### config.mk
export PLATFORM = sky130hd
export DESIGN_NAME = nand_prog_sequencer
export DESIGN_NICKNAME = d
export VERILOG_FILES = /design/src/rtl/nand_prog_sequencer.sv
export SDC_FILE = /design/constraint.sdc
export NUM_CORES = 1
export LEC_CHECK = 0
export BUFFER_PORTS_ARGS = -buffer_cell sky130_fd_sc_hd__clkbuf_2
export CORE_MARGIN = 2
export CORE_UTILIZATION = 60
export CTS_CLUSTER_DIAMETER = 40
export DETAILED_ROUTE_END_ITERATION = 6
export GPL_TIMING_DRIVEN = 0
export MAX_ROUTING_LAYER = met4
export PLACE_DENSITY_LB_ADDON = 0.25
export SETUP_SLACK_MARGIN = 0.15
export SLEW_MARGIN = 10
export SYNTH_ARGS = -nofsm -noshare
export SYNTH_HDL_FRONTEND = slang
export SYNTH_SLANG_ARGS = --single-unit
export TNS_END_PERCENT = 5
### constraint.sdc
create_clock -name CLK1 -period 5.1 [get_ports CLK1]
set_input_delay 0.255 -clock CLK1 [delete_from_list [all_inputs] [get_ports CLK1]]
set_output_delay 0.255 -clock CLK1 [all_outputs]
set_load 0.02 [all_outputs]
### src/rtl/nand_prog_sequencer.sv
// nand_prog_sequencer
//   Turns one "program page" request into the SPI NAND command chain
//   WRITE_ENABLE -> PROG_LOAD1 -> PROG_EXEC -> GET_FEATURE(C0h) polling,
//   after waiting for the save FIFO to hold the requested byte count.
//   Reports pass/fail and the final status byte.
//
// Ports
//   CLK1, rst_n          clock (posedge) / async active-low reset
//   i_Start              one-cycle request, sampled only in IDLE
//   i_Row_Addr/Col_Addr  row for PROG_EXEC, column for PROG_LOAD1
//   i_Byte_Count         bytes the save FIFO must hold before loading
//   i_Fifo_Count         current save FIFO fill from mem_command
//   o_Command/o_CM_DV/o_Addr_Data   command handshake to mem_command
//   i_CM_Ready           controller ready
//   i_RX_Feature_Byte/DV feature byte returned by the controller
//   o_Busy/o_Done        activity flag / one-cycle completion pulse
//   o_Error              00 ok, 01 P_FAIL, 10 poll timeout, 11 fill timeout
//   o_Status             last status byte captured

package nand_cmd_pkg;
  // Encodings must track mem_command's command table.
  typedef enum logic [3:0] {
    RESET         = 4'd0,
    GET_FEATURE   = 4'd1,
    SET_FEATURE   = 4'd2,
    WRITE_ENABLE  = 4'd3,
    WRITE_DISABLE = 4'd4,
    PROG_LOAD1    = 4'd5,
    PROG_LOAD2    = 4'd6,
    PROG_EXEC     = 4'd7,
    PAGE_READ     = 4'd8,
    READ_CACHE    = 4'd9
  } SPI_Command;
endpackage

module nand_prog_sequencer
  import nand_cmd_pkg::*;
#(
  parameter int unsigned MAX_POLLS    = 1000,
  parameter int unsigned POLL_GAP     = 16,
  parameter int unsigned FILL_TIMEOUT = 65535
) (
  input  logic        CLK1,
  input  logic        rst_n,
  input  logic        i_Start,
  input  logic [23:0] i_Row_Addr,
  input  logic [12:0] i_Col_Addr,
  input  logic [11:0] i_Byte_Count,
  input  logic [11:0] i_Fifo_Count,
  output SPI_Command  o_Command,
  output logic        o_CM_DV,
  output logic [23:0] o_Addr_Data,
  input  logic        i_CM_Ready,
  input  logic [7:0]  i_RX_Feature_Byte,
  input  logic        i_RX_Feature_DV,
  output logic        o_Busy,
  output logic        o_Done,
  output logic [1:0]  o_Error,
  output logic [7:0]  o_Status
);

  localparam int unsigned PCW = $clog2(MAX_POLLS + 1);
  localparam int unsigned GCW = $clog2(POLL_GAP + 1);
  localparam logic [PCW-1:0] POLL_LIMIT = PCW'(MAX_POLLS);
  localparam logic [GCW-1:0] GAP_LAST   = GCW'(POLL_GAP - 1);
  localparam logic [15:0]    FILL_LIMIT = 16'(FILL_TIMEOUT);
  localparam logic [7:0]     STATUS_REG = 8'hC0;

  typedef enum logic [2:0] {
    S_IDLE, S_FILL, S_WREN, S_LOAD, S_EXEC, S_POLL, S_GAP, S_DONE
  } state_t;

  typedef enum logic [1:0] {PH_ISSUE, PH_ACK, PH_CMPL} phase_t;

  state_t      state_q, state_d;
  phase_t      phase_q, phase_d;
  logic [23:0] row_q, row_d;
  logic [12:0] col_q, col_d;
  logic [11:0] bcnt_q, bcnt_d;
  logic [15:0] fill_cnt_q, fill_cnt_d;
  logic [PCW-1:0] poll_cnt_q, poll_cnt_d, poll_next;
  logic [GCW-1:0] gap_cnt_q, gap_cnt_d;
  logic        seen_q, seen_d;
  SPI_Command  cmd_q, cmd_d, cmd_sel;
  logic [23:0] addr_q, addr_d, addr_sel;
  logic        dv_q, dv_d;
  logic        busy_q, busy_d;
  logic        done_q, done_d;
  logic [1:0]  err_q, err_d;
  logic [7:0]  status_q, status_d;

  assign poll_next = poll_cnt_q + 1'b1;

  // Command word belonging to the current command state.
  always_comb begin
    cmd_sel  = WRITE_ENABLE;
    addr_sel = '0;
    case (state_q)
      S_LOAD: begin cmd_sel = PROG_LOAD1;  addr_sel = {11'd0, col_q};          end
      S_EXEC: begin cmd_sel = PROG_EXEC;   addr_sel = row_q;                   end
      S_POLL: begin cmd_sel = GET_FEATURE; addr_sel = {8'h00, STATUS_REG, 8'h00}; end
      default: ;
    endcase
  end

  always_comb begin
    state_d    = state_q;
    phase_d    = phase_q;
    row_d      = row_q;
    col_d      = col_q;
    bcnt_d     = bcnt_q;
    fill_cnt_d = fill_cnt_q;
    poll_cnt_d = poll_cnt_q;
    gap_cnt_d  = gap_cnt_q;
    seen_d     = seen_q;
    cmd_d      = cmd_q;
    addr_d     = addr_q;
    dv_d       = 1'b0;
    busy_d     = busy_q;
    done_d     = 1'b0;
    err_d      = err_q;
    status_d   = status_q;

    case (state_q)
      S_IDLE: begin
        // Drops busy the cycle after the done pulse.
        busy_d = 1'b0;
        if (i_Start) begin
          row_d      = i_Row_Addr;
          col_d      = i_Col_Addr;
          bcnt_d     = i_Byte_Count;
          err_d      = '0;
          status_d   = '0;
          fill_cnt_d = '0;
          poll_cnt_d = '0;
          busy_d     = 1'b1;
          state_d    = S_FILL;
        end
      end

      S_FILL: begin
        if (i_Fifo_Count >= bcnt_q) begin
          state_d = S_WREN;
          phase_d = PH_ISSUE;
        end else if (fill_cnt_q == FILL_LIMIT) begin
          err_d   = 2'b11;
          state_d = S_DONE;
        end else begin
          fill_cnt_d = fill_cnt_q + 1'b1;
        end
      end

      S_WREN, S_LOAD, S_EXEC, S_POLL: begin
        // status_d/seen_d already include a DV arriving on the CMPL cycle.
        if (state_q == S_POLL && i_RX_Feature_DV) begin
          status_d = i_RX_Feature_Byte;
          seen_d   = 1'b1;
        end
        case (phase_q)
          PH_ISSUE: if (i_CM_Ready) begin
            cmd_d   = cmd_sel;
            addr_d  = addr_sel;
            dv_d    = 1'b1;
            phase_d = PH_ACK;
          end
          PH_ACK: if (!i_CM_Ready) phase_d = PH_CMPL;
          PH_CMPL: if (i_CM_Ready) begin
            phase_d = PH_ISSUE;
            case (state_q)
              S_WREN: state_d = S_LOAD;
              S_LOAD: state_d = S_EXEC;
              S_EXEC: begin
                state_d = S_POLL;
                seen_d  = 1'b0;
              end
              default: begin
                poll_cnt_d = poll_next;
                if (seen_d && !status_d[0]) begin
                  err_d   = status_d[3] ? 2'b01 : 2'b00;
                  state_d = S_DONE;
                end else if (poll_next == POLL_LIMIT) begin
                  err_d   = 2'b10;
                  state_d = S_DONE;
                end else begin
                  gap_cnt_d = '0;
                  state_d   = S_GAP;
                end
              end
            endcase
          end
          default: phase_d = PH_ISSUE;
        endcase
      end

      S_GAP: begin
        if (gap_cnt_q == GAP_LAST) begin
          state_d = S_POLL;
          phase_d = PH_ISSUE;
          seen_d  = 1'b0;
        end else begin
          gap_cnt_d = gap_cnt_q + 1'b1;
        end
      end

      S_DONE: begin
        done_d  = 1'b1;
        state_d = S_IDLE;
      end

      default: state_d = S_IDLE;
    endcase
  end

  always_ff @(posedge CLK1 or negedge rst_n) begin
    if (!rst_n) begin
      state_q    <= S_IDLE;
      phase_q    <= PH_ISSUE;
      row_q      <= '0;
      col_q      <= '0;
      bcnt_q     <= '0;
      fill_cnt_q <= '0;
      poll_cnt_q <= '0;
      gap_cnt_q  <= '0;
      seen_q     <= 1'b0;
      cmd_q      <= WRITE_ENABLE;
      addr_q     <= '0;
      dv_q       <= 1'b0;
      busy_q     <= 1'b0;
      done_q     <= 1'b0;
      err_q      <= '0;
      status_q   <= '0;
    end else begin
      state_q    <= state_d;
      phase_q    <= phase_d;
      row_q      <= row_d;
      col_q      <= col_d;
      bcnt_q     <= bcnt_d;
      fill_cnt_q <= fill_cnt_d;
      poll_cnt_q <= poll_cnt_d;
      gap_cnt_q  <= gap_cnt_d;
      seen_q     <= seen_d;
      cmd_q      <= cmd_d;
      addr_q     <= addr_d;
      dv_q       <= dv_d;
      busy_q     <= busy_d;
      done_q     <= done_d;
      err_q      <= err_d;
      status_q   <= status_d;
    end
  end

  assign o_Command   = cmd_q;
  assign o_CM_DV     = dv_q;
  assign o_Addr_Data = addr_q;
  assign o_Busy      = busy_q;
  assign o_Done      = done_q;
  assign o_Error     = err_q;
  assign o_Status    = status_q;

endmodule

* Word-level counts from Yosys, hierarchy flattened
Index checks and enable logic that the tools add are counted.
** Storage, ports and cells
- Bits in registers :: 127
- Bits in latches :: 0
- Memory bits (writable) :: 0
- ROM bits :: 0
- Input port bits :: 74
- Output and inout port bits :: 41
- Memories :: 0
** Operators by class
- Add/sub/neg operators :: 3
- Multipliers :: 0
- Div/mod/pow operators :: 0
- Magnitude comparators :: 1
- Equality and inequality tests :: 30
- Shifts and indexed selects :: 0
- Muxes and demuxes :: 61
- Bitwise logic cells :: 0
- Reductions and logical operators :: 23
** Operators by type and width (number)
- $pmux W24 S3 :: 1
- $mux W16 :: 3
- $mux W10 :: 4
- $pmux W16 S2 :: 1
- $mux W5 :: 6
- $mux W2 :: 13
- $ne A2 B2 Y1 const B :: 13
- $mux W8 :: 3
- $pmux W10 S2 :: 1
- $mux W3 :: 6
- $pmux W2 S3 :: 3
- $pmux W3 S3 :: 2
- $add A16 B1 Y16 const B :: 1
- $eq A16 B16 Y1 const B :: 1
- $pmux W8 S2 :: 1
- $ne A3 B3 Y1 const B :: 5
- $pmux W3 S5 :: 1
- $mux W1 :: 14
- $eq A3 B3 Y1 const B :: 4
- $ge A12 B12 Y1 :: 1
- $add A10 B1 Y10 const B :: 1
- $eq A10 B10 Y1 const B :: 1
- $pmux W5 S2 :: 1
- $reduce_and A5 Y1 :: 2
- other kinds (21) :: 29

* Longest topological paths before layout
Gate-level depths: netlist of run 1.
- Depth in word-level cells :: 11
- Mapped depth :: 10
- Mapped depth without buffers :: 8

* Worst setup path after synthesis of run 1
No wires, ideal clock.
- Path kind :: register to register
- Start :: register bcnt_q[2]
- End :: register fill_cnt_q[9]
- Arrival :: 1.861 ns
- Path slack :: 3.120 ns
- Stages on the path, launching flop included :: 10
- Clock period less this slack :: 1.980 ns
- Cell sequence :: dfrtp_1 -> inv_1 -> ha_1 -> a211oi_1 -> o21ai_0 -> a21oi_1 -> clkbuf_1 -> nand3_1 -> xnor2_1 -> and2_1
** Between the ends
- Cells in the longest elaborated chain, start to end :: 3
** Ends and longest elaborated chain
- start, declared :: RTL line 79 : logic [11:0] bcnt_q, bcnt_d;
- start signal, assigned :: RTL line 237 : bcnt_q <= bcnt_d;
- $ge A12 B12 Y1 :: RTL line 142 : if (i_Fifo_Count >= bcnt_q) begin
- $ne A2 B2 Y1 (no line)
- $reduce_and A4 Y1 (no line)
- end signal, assigned :: RTL line 238 : fill_cnt_q <= fill_cnt_d;
- end, declared :: RTL line 80 : logic [15:0] fill_cnt_q, fill_cnt_d;
No other way between the ends.
A chain may end at the register's enable or synchronous reset.

* Worst setup path after layout of run 1
- Start :: register state_q[2]
- End :: register row_q[4]
** Between the ends
- Cells in the longest elaborated chain, start to end :: 2
** Ends and longest elaborated chain
- start, declared :: RTL line 75 : state_t state_q, state_d;
- start signal, assigned :: RTL line 233 : state_q <= state_d;
- $logic_not A3 Y1 :: RTL line 124 : case (state_q)
- $reduce_and A2 Y1 (no line)
- end signal, assigned :: RTL line 235 : row_q <= row_d;
- end, declared :: RTL line 77 : logic [23:0] row_q, row_d;
No other way between the ends.

==> results.json, run 1 <==
{
  "dr_total_vias": 5842,
  "synthTopCellsByArea": "dfrtp_1, nand2_1, o21ai_0",
  "wl_met2_um": 8760,
  "drv_slew": 0,
  "status": "complete, no violations",
  "row_count": 36,
  "max_cap_violations": 0,
  "drt_iter0_drc": 466,
  "dp.cells": 902,
  "r2r_cells": 6,
  "path_clk_slew_ps": 60,
  "preCtsSetupSlack_ps": 2703,
  "start_util_pct": 61.40,
  "final_cell_count_no_fill": 992,
  "synth_edf_count": 0,
  "io_buffers": 112,
  "viasPerCell": 5.889,
  "hpwl_um": 10100,
  "clkLatencyLatePin_ps": 530,
  "critPathSlowestCell": "nor3_1",
  "setup_viol": 0,
  "syn_area_mm2": 0.005946,
  "leakage_nw": 3.908,
  "tns_ps": 0,
  "synth_cells": 656,
  "cts.path.max_buffers": 2,
  "highest_layer": "met4",
  "min_period_over_period_pct": 50.09,
  "ys_ff_latch": 125,
  "worst_setup_path_start_kind": "flop",
  "numClockSinks": 125,
  "postCtsSetupBuffers": 0,
  "worst-path-stages": 6,
  "fp.dieW_um": 103.5,
  "critical-path-max-stage-delay_ps": 590,
  "async_flop_share_pct": 100.0,
  "cts_max_level": 4,
  "root_buffer": "clkbuf_8",
  "io_pins": 115,
  "hold_viol": 0,
  "first_global_vias": 5896,
  "skew_ps": 5.844,
  "final_antenna_net_count": 0,
  "area_growth_pct": 31.82,
  "die_y_um": 103.5,
  "cts_tree": "built",
  "path_max_fanout": 10,
  "worst_hold_path_type": "in2reg",
  "wire_per_inst_um": 17.58,
  "tightestPinTransition_ps": 851.4,
  "crit_chain": "nand2b_1 > nor3_1 > clkbuf_1 > clkbuf_1 > nand2_1 > nand2_1",
  "cp_top_family": "simple AND/OR/NAND/NOR gates",
  "grt_pass1_wl_um": 28550,
  "diodes": 0,
  "drive_gt1_share_pct": 19.09,
  "wl_met1_um": 6683,
  "routed_wl_um": 17440,
  "slew_headroom_pct": 43.12,
  "ys.flop_type": "dfrtp_1",
  "setup_ws_ps": 2545,
  "grt-ovfl-total": 0,
  "cp-end-kind": "flop",
  "synth_top_area_cell": "dfrtp_1",
  "peakVddDrop_v": 0.0004154,
  "cp_num_buf_inv": 2,
  "power_density_mw_per_mm2": 563.5,
  "fmax_mhz": 391.4,
  "grt_max_degree": 91,
  "numCtsBuffers": 17,
  "place.gp.congestion": 0.9102,
  "holdPathStages": 3,
  "seq_area_frac_synth_pct": 52.63,
  "arrival_ps": 3030,
  "rsz0062_at_grt": "no",
  "whs_ps": 130.0,
  "power.total_mw": 4.416,
  "synth_area_per_cell_um2": 9.064,
  "synth_top_area_share_pct": 52.19,
  "drc": 0,
  "track_usage_pct": 34.51,
  "critPathRequiredTime_ps": 5570,
  "fin_nets": 936,
  "coreArea_mm2": 0.009684,
  "critPathKind": "reg2reg",
  "antenna_found_initial": 0,
  "dr.pass1.iters": 5,
  "yosys_warnings": 0,
  "wl_met3_um": 1267,
  "synth_cell_type_count": 64,
  "syn_nets": 746,
  "min_period_ps": 2555,
  "die-area_mm2": 0.01072
}
path summary, 6_finish.rpt:
path	startpoint	slack, ps	to
min in group asynchronous	rst_n	190	o_Error[0]
setup / recovery	state_q[2]	2550	row_q[4]
hold reg to reg	o_Addr_Data[13]	480	o_Addr_Data[13]
setup reg to reg	state_q[2]	2550	row_q[4]
max in group asynchronous	rst_n	4170	o_Command[1]
hold / removal	i_CM_Ready	130	phase_q[1]
final cells by class:
| type | count | area [um^2] |
|---|---|---|
| fillers | 567 | 1847 |
| flip-flops and latches | 125 | 3129 |
| repair buffers | 171 | 1177 |
| well taps | 133 | 166.4 |
| clock buffers | 20 | 425.4 |
| inverters | 22 | 82.58 |
| multi-input cells | 477 | 2597 |
| clock inverters | 12 | 122.6 |
| plain buffers | 32 | 136.4 |
synthesized netlist by cell type, types with 2 or more instances:
cell       number
nand2_1       188
dfrtp_1       124
nor2_1         51
o21ai_0        43
nand3_1        25
clkbuf_1       21
inv_1          21
a21oi_1        16
ha_1           16
a221oi_1       13
and3_1         11
a22o_1          9
nor3_1          8
buf_2           7
nand2b_1        7
xor2_1          7
nand4_1         6
nor3b_1         6
a31oi_1         4
and2_1          4
mux2i_1         4
nand3b_1        4
o211ai_1        4
a21o_1          3
nor2b_1         3
o22ai_1         3
a211oi_1        2
a311oi_1        2
buf_1           2
buf_4           2
conb_1          2
nand4b_1        2
o2111ai_1       2
o21ai_1         2
o22a_1          2
o31ai_1         2
layout by cell type, fill, tap and decap left out, types with 7 or more instances in the layout:
| cell | netlist | routed |
|---|---|---|
| a21oi_1 | 16 | 16 |
| a221oi_1 | 13 | 13 |
| a22o_1 | 9 | 9 |
| and3_1 | 11 | 11 |
| buf_2 | 7 | 7 |
| clkbuf_1 | 21 | 24 |
| clkbuf_16 | 0 | 16 |
| clkbuf_2 | 0 | 111 |
| dfrtp_1 | 124 | 124 |
| dlygate4sd3_1 | 0 | 58 |
| ha_1 | 16 | 16 |
| inv_1 | 21 | 21 |
| nand2_1 | 188 | 188 |
| nand2b_1 | 7 | 7 |
| nand3_1 | 25 | 25 |
| nor2_1 | 51 | 51 |
| nor3_1 | 8 | 8 |
| o21ai_0 | 43 | 43 |
| xor2_1 | 7 | 7 |
where the power goes:
group	internal [mW]	switching (mW)	total [mW]
sequential	1.37	0.251	1.62
clock	0.690	0.446	1.14
combinational	0.578	1.08	1.66
routing by layer:
metal  GRT usage (%)  up-vias
li1                -     2635
met1           40.45     2825
met2           56.48      313
met3           7.992       69
met4           16.89        0
met5               -        -
registers in the layout, summed over array words and instances (netlist names), 2 cells and up:
register / cells
poll_cnt_q: 10
o_Error: 2
gap_cnt_q: 5
o_Status: 8
state_q: 3
col_q: 13
fill_cnt_q: 16
phase_q: 2
o_Addr_Data: 24
row_q: 24
bcnt_q: 12
o_Command: 2
through the flow:
stage	area, um^2	utilization [%]
final	7838	80.93
after global routing	7838	80.93
after CTS	7838	80.93
after detailed placement	6709	69.28
after global placement	6673	68.90
after floorplan	5946	-
repair_timing:
| action | in CTS | in global routing |
|---|---|---|
| hold buffers | 58 | 0 |
| resized for setup | 0 | 0 |
| hold endpoints to repair | 92 | 0 |
| endpoints found under the setup margin | 0 | 0 |
kinds of logic (layout without fill, tap and decap cells):
family                   Yosys count  after routing  synth area share (%)
other                              2              2                0.1263
XOR/XNOR                           8              8                 1.178
adder cells (fa/ha/maj)           16             16                 3.367
flip-flops                       125            125                 52.63
buffers and inverters             54            257                 3.683
AND/OR/NAND/NOR                  325            325                 24.35
AO/OA/AOI/OAI                    121            121                 13.81
multiplexers                       5              5                0.8628
worst reg2reg max path, delay by kind of cell (launching register included):
family / cells / cell delay (ps)
buffers and inverters: 2 / 970
DFF: 1 / 470
and+or+nand+nor: 4 / 1060
Note: power is estimated with default switching activity, not from simulation.
==> inputs of run 2 (changes only) <==
--- a/config.mk
+++ b/config.mk
@@ -7,7 +7,7 @@
 export LEC_CHECK = 0
 export BUFFER_PORTS_ARGS = -buffer_cell sky130_fd_sc_hd__clkbuf_2
 export CORE_MARGIN = 2
-export CORE_UTILIZATION = 60
+export CORE_UTILIZATION = 55
 export CTS_CLUSTER_DIAMETER = 40
 export DETAILED_ROUTE_END_ITERATION = 6
 export GPL_TIMING_DRIVEN = 0
==> constraint.sdc (replaced) <==
create_clock -name CLK1 -period 2.44 [get_ports CLK1]
set_input_delay 0.122 -clock CLK1 [delete_from_list [all_inputs] [get_ports CLK1]]
set_output_delay 0.122 -clock CLK1 [all_outputs]
set_load 0.02 [all_outputs]
==> results.json, run 2 (synthesis results as in run 1) <==
{
  "status": "complete, no violations",
  "slew_headroom_pct": 57.56,
  "max_cap_violations": 0,
  "path_max_fanout": 5,
  "numClockSinks": 125,
  "power_frac_clock_pct": 25.8,
  "rsz0062_at_grt": "yes",
  "diodes": 0,
  "die_y_um": 108.0,
  "cts.path.max_buffers": 2,
  "tightestPinTransition_ps": 631.8,
  "power.share.sequential_pct": 36.5,
  "switching_share_pct": 40.24,
  "place_area_mm2": 0.006713,
  "grt_max_degree": 91,
  "fmax_mhz": 431.9,
  "drv_slew": 0,
  "min_period_over_period_pct": 94.88,
  "min_period_ps": 2315,
  "multi_input_area_mm2": 0.002614,
  "grt-ovfl-total": 0,
  "dr_total_vias": 5597,
  "wl_met3_um": 860,
  "cp-end-kind": "flop",
  "antenna_found_initial": 0,
  "setup_ws_ps": 124.9,
  "wl_met2_um": 8142,
  "highest_layer": "met4",
  "cp_num_buf_inv": 1,
  "fillers": 688,
  "fin_nets": 938,
  "dr.pass1.iters": 5,
  "critPathSlowestCell": "nor3_1",
  "final_antenna_net_count": 0,
  "coreArea_mm2": 0.01042,
  "grt_pass1_wl_um": 25980,
  "drc": 0,
  "peakVddDrop_v": 0.0006420,
  "pwr-share-comb_pct": 37.6,
  "design_area_mm2": 0.007885,
  "io_buffers": 112,
  "root_buffer": "clkbuf_8",
  "clkLatencyLatePin_ps": 530,
  "critical-path-max-stage-delay_ps": 570,
  "skew_ps": 10.21,
  "leakage_nw": 3.929,
  "first_global_vias": 5407,
  "place.gp.congestion": 0.9521,
  "crit_chain": "inv_1 > ha_1 > nand4_1 > nor3_1 > nor2_2 > nand2_1 > nor3b_1 > o32a_1",
  "wl_met1_um": 6712,
  "final_cell_mix": "nand2_1, dfrtp_1, clkbuf_2, dlygate4sd3_1, nor2_1",
  "cp_top_family": "simple AND/OR/NAND/NOR gates",
  "critPathKind": "reg2reg",
  "hold_viol": 0,
  "fp.dieW_um": 108.0,
  "setup_viol": 0,
  "cts_tree": "built",
  "start_util_pct": 57.08,
  "arrival_ps": 2720,
  "io_pins": 115,
  "preCtsSetupSlack_ps": 63.73,
  "whs_ps": 67.54,
  "routed_wl_um": 16080,
  "viasPerCell": 5.614,
  "cts_max_level": 4,
  "power_density_mw_per_mm2": 1157,
  "row_count": 37,
  "power.total_mw": 9.125,
  "worst_hold_path_type": "in2async",
  "drive_gt1_share_pct": 20.21,
  "mostFrequentLayoutCell": "nand2_1",
  "tns_ps": 0,
  "die-area_mm2": 0.01166,
  "worst_setup_path_start_kind": "flop",
  "critPathRequiredTime_ps": 2840,
  "ff_latch_area_mm2": 0.003129,
  "drt_iter0_drc": 432,
  "hpwl_um": 10230,
  "wire_per_inst_um": 16.13,
  "track_usage_pct": 29.83,
  "p_switching_mw": 3.672,
  "path_clk_slew_ps": 60,
  "area_growth_pct": 32.62,
  "numCtsBuffers": 17,
  "internal_power_mw": 5.453
}
==> run 2: path summary, 6_finish.rpt <==
check,cells after the start,slack (ps),startpoint,to
setup reg to reg,8,120,bcnt_q[9],state_q[0]
hold / removal,2,70,rst_n,o_Status[6]
setup / recovery,8,120,bcnt_q[9],state_q[0]
min in group CLK1,3,80,i_Start,state_q[0]
max in group asynchronous,3,1600,rst_n,o_Command[1]
hold reg to reg,2,470,o_Addr_Data[18],o_Addr_Data[18]
==> run 2: what timing repair did <==
| action | 4_1_cts | 5_1_grt |
|---|---|---|
| gates resized for setup | 2 | 6 |
| hold endpoints to repair | 184 | 0 |
| buffers inserted | 0 | 1 |
| hold buffers | 59 | 0 |
| pin swaps | 0 | 1 |
| setup endpoints to repair | 44 | 72 |
==> run 2: layout make-up <==
class                      count  area share, %
buffer                        32          1.777
clock buffer                  18          5.300
clock inverter                14          1.730
inverter                      22          1.047
multi-input combinational    477          33.15
sequential                   125          39.69
tap                          136          2.158
timing repair buffer         173          15.15
==> run 2: power groups by stage <==
stage | registers [mW] | logic (mW) | clock network, mW
2_1_floorplan | 3.58 | 1.94 | 0
3_3_place_gp | 3.30 | 3.11 | 0
3_5_place_dp | 3.35 | 3.24 | 0
4_1_cts | 3.32 | 3.35 | 2.37
5_1_grt | 3.42 | 3.82 | 2.49
6_report | 3.34 | 3.43 | 2.36
==> run 2: routing by layer <==
metal  up-vias  GRT usage (%)
met5         -              -
met4         0          9.799
met3        35          6.510
met2       210          48.38
met1      2717          37.58
li1       2635              -
==> run 2: through the flow <==
step / util (%) / cells
after floorplan: - / 656
after global placement: 64.10 / 904
after detailed placement: 64.44 / 905
after CTS: 75.50 / 996
after global routing: 75.70 / 997
final: 75.70 / 997
==> run 2: worst reg2reg max path: stages, from the launching register on <==
cell and delay, ps:
dfrtp_1 320, inv_1 50, ha_1 290, nand4_1 140, nor3_1 570, nor2_2 180, nand2_1 200, nor3b_1 90
o32a_1 360
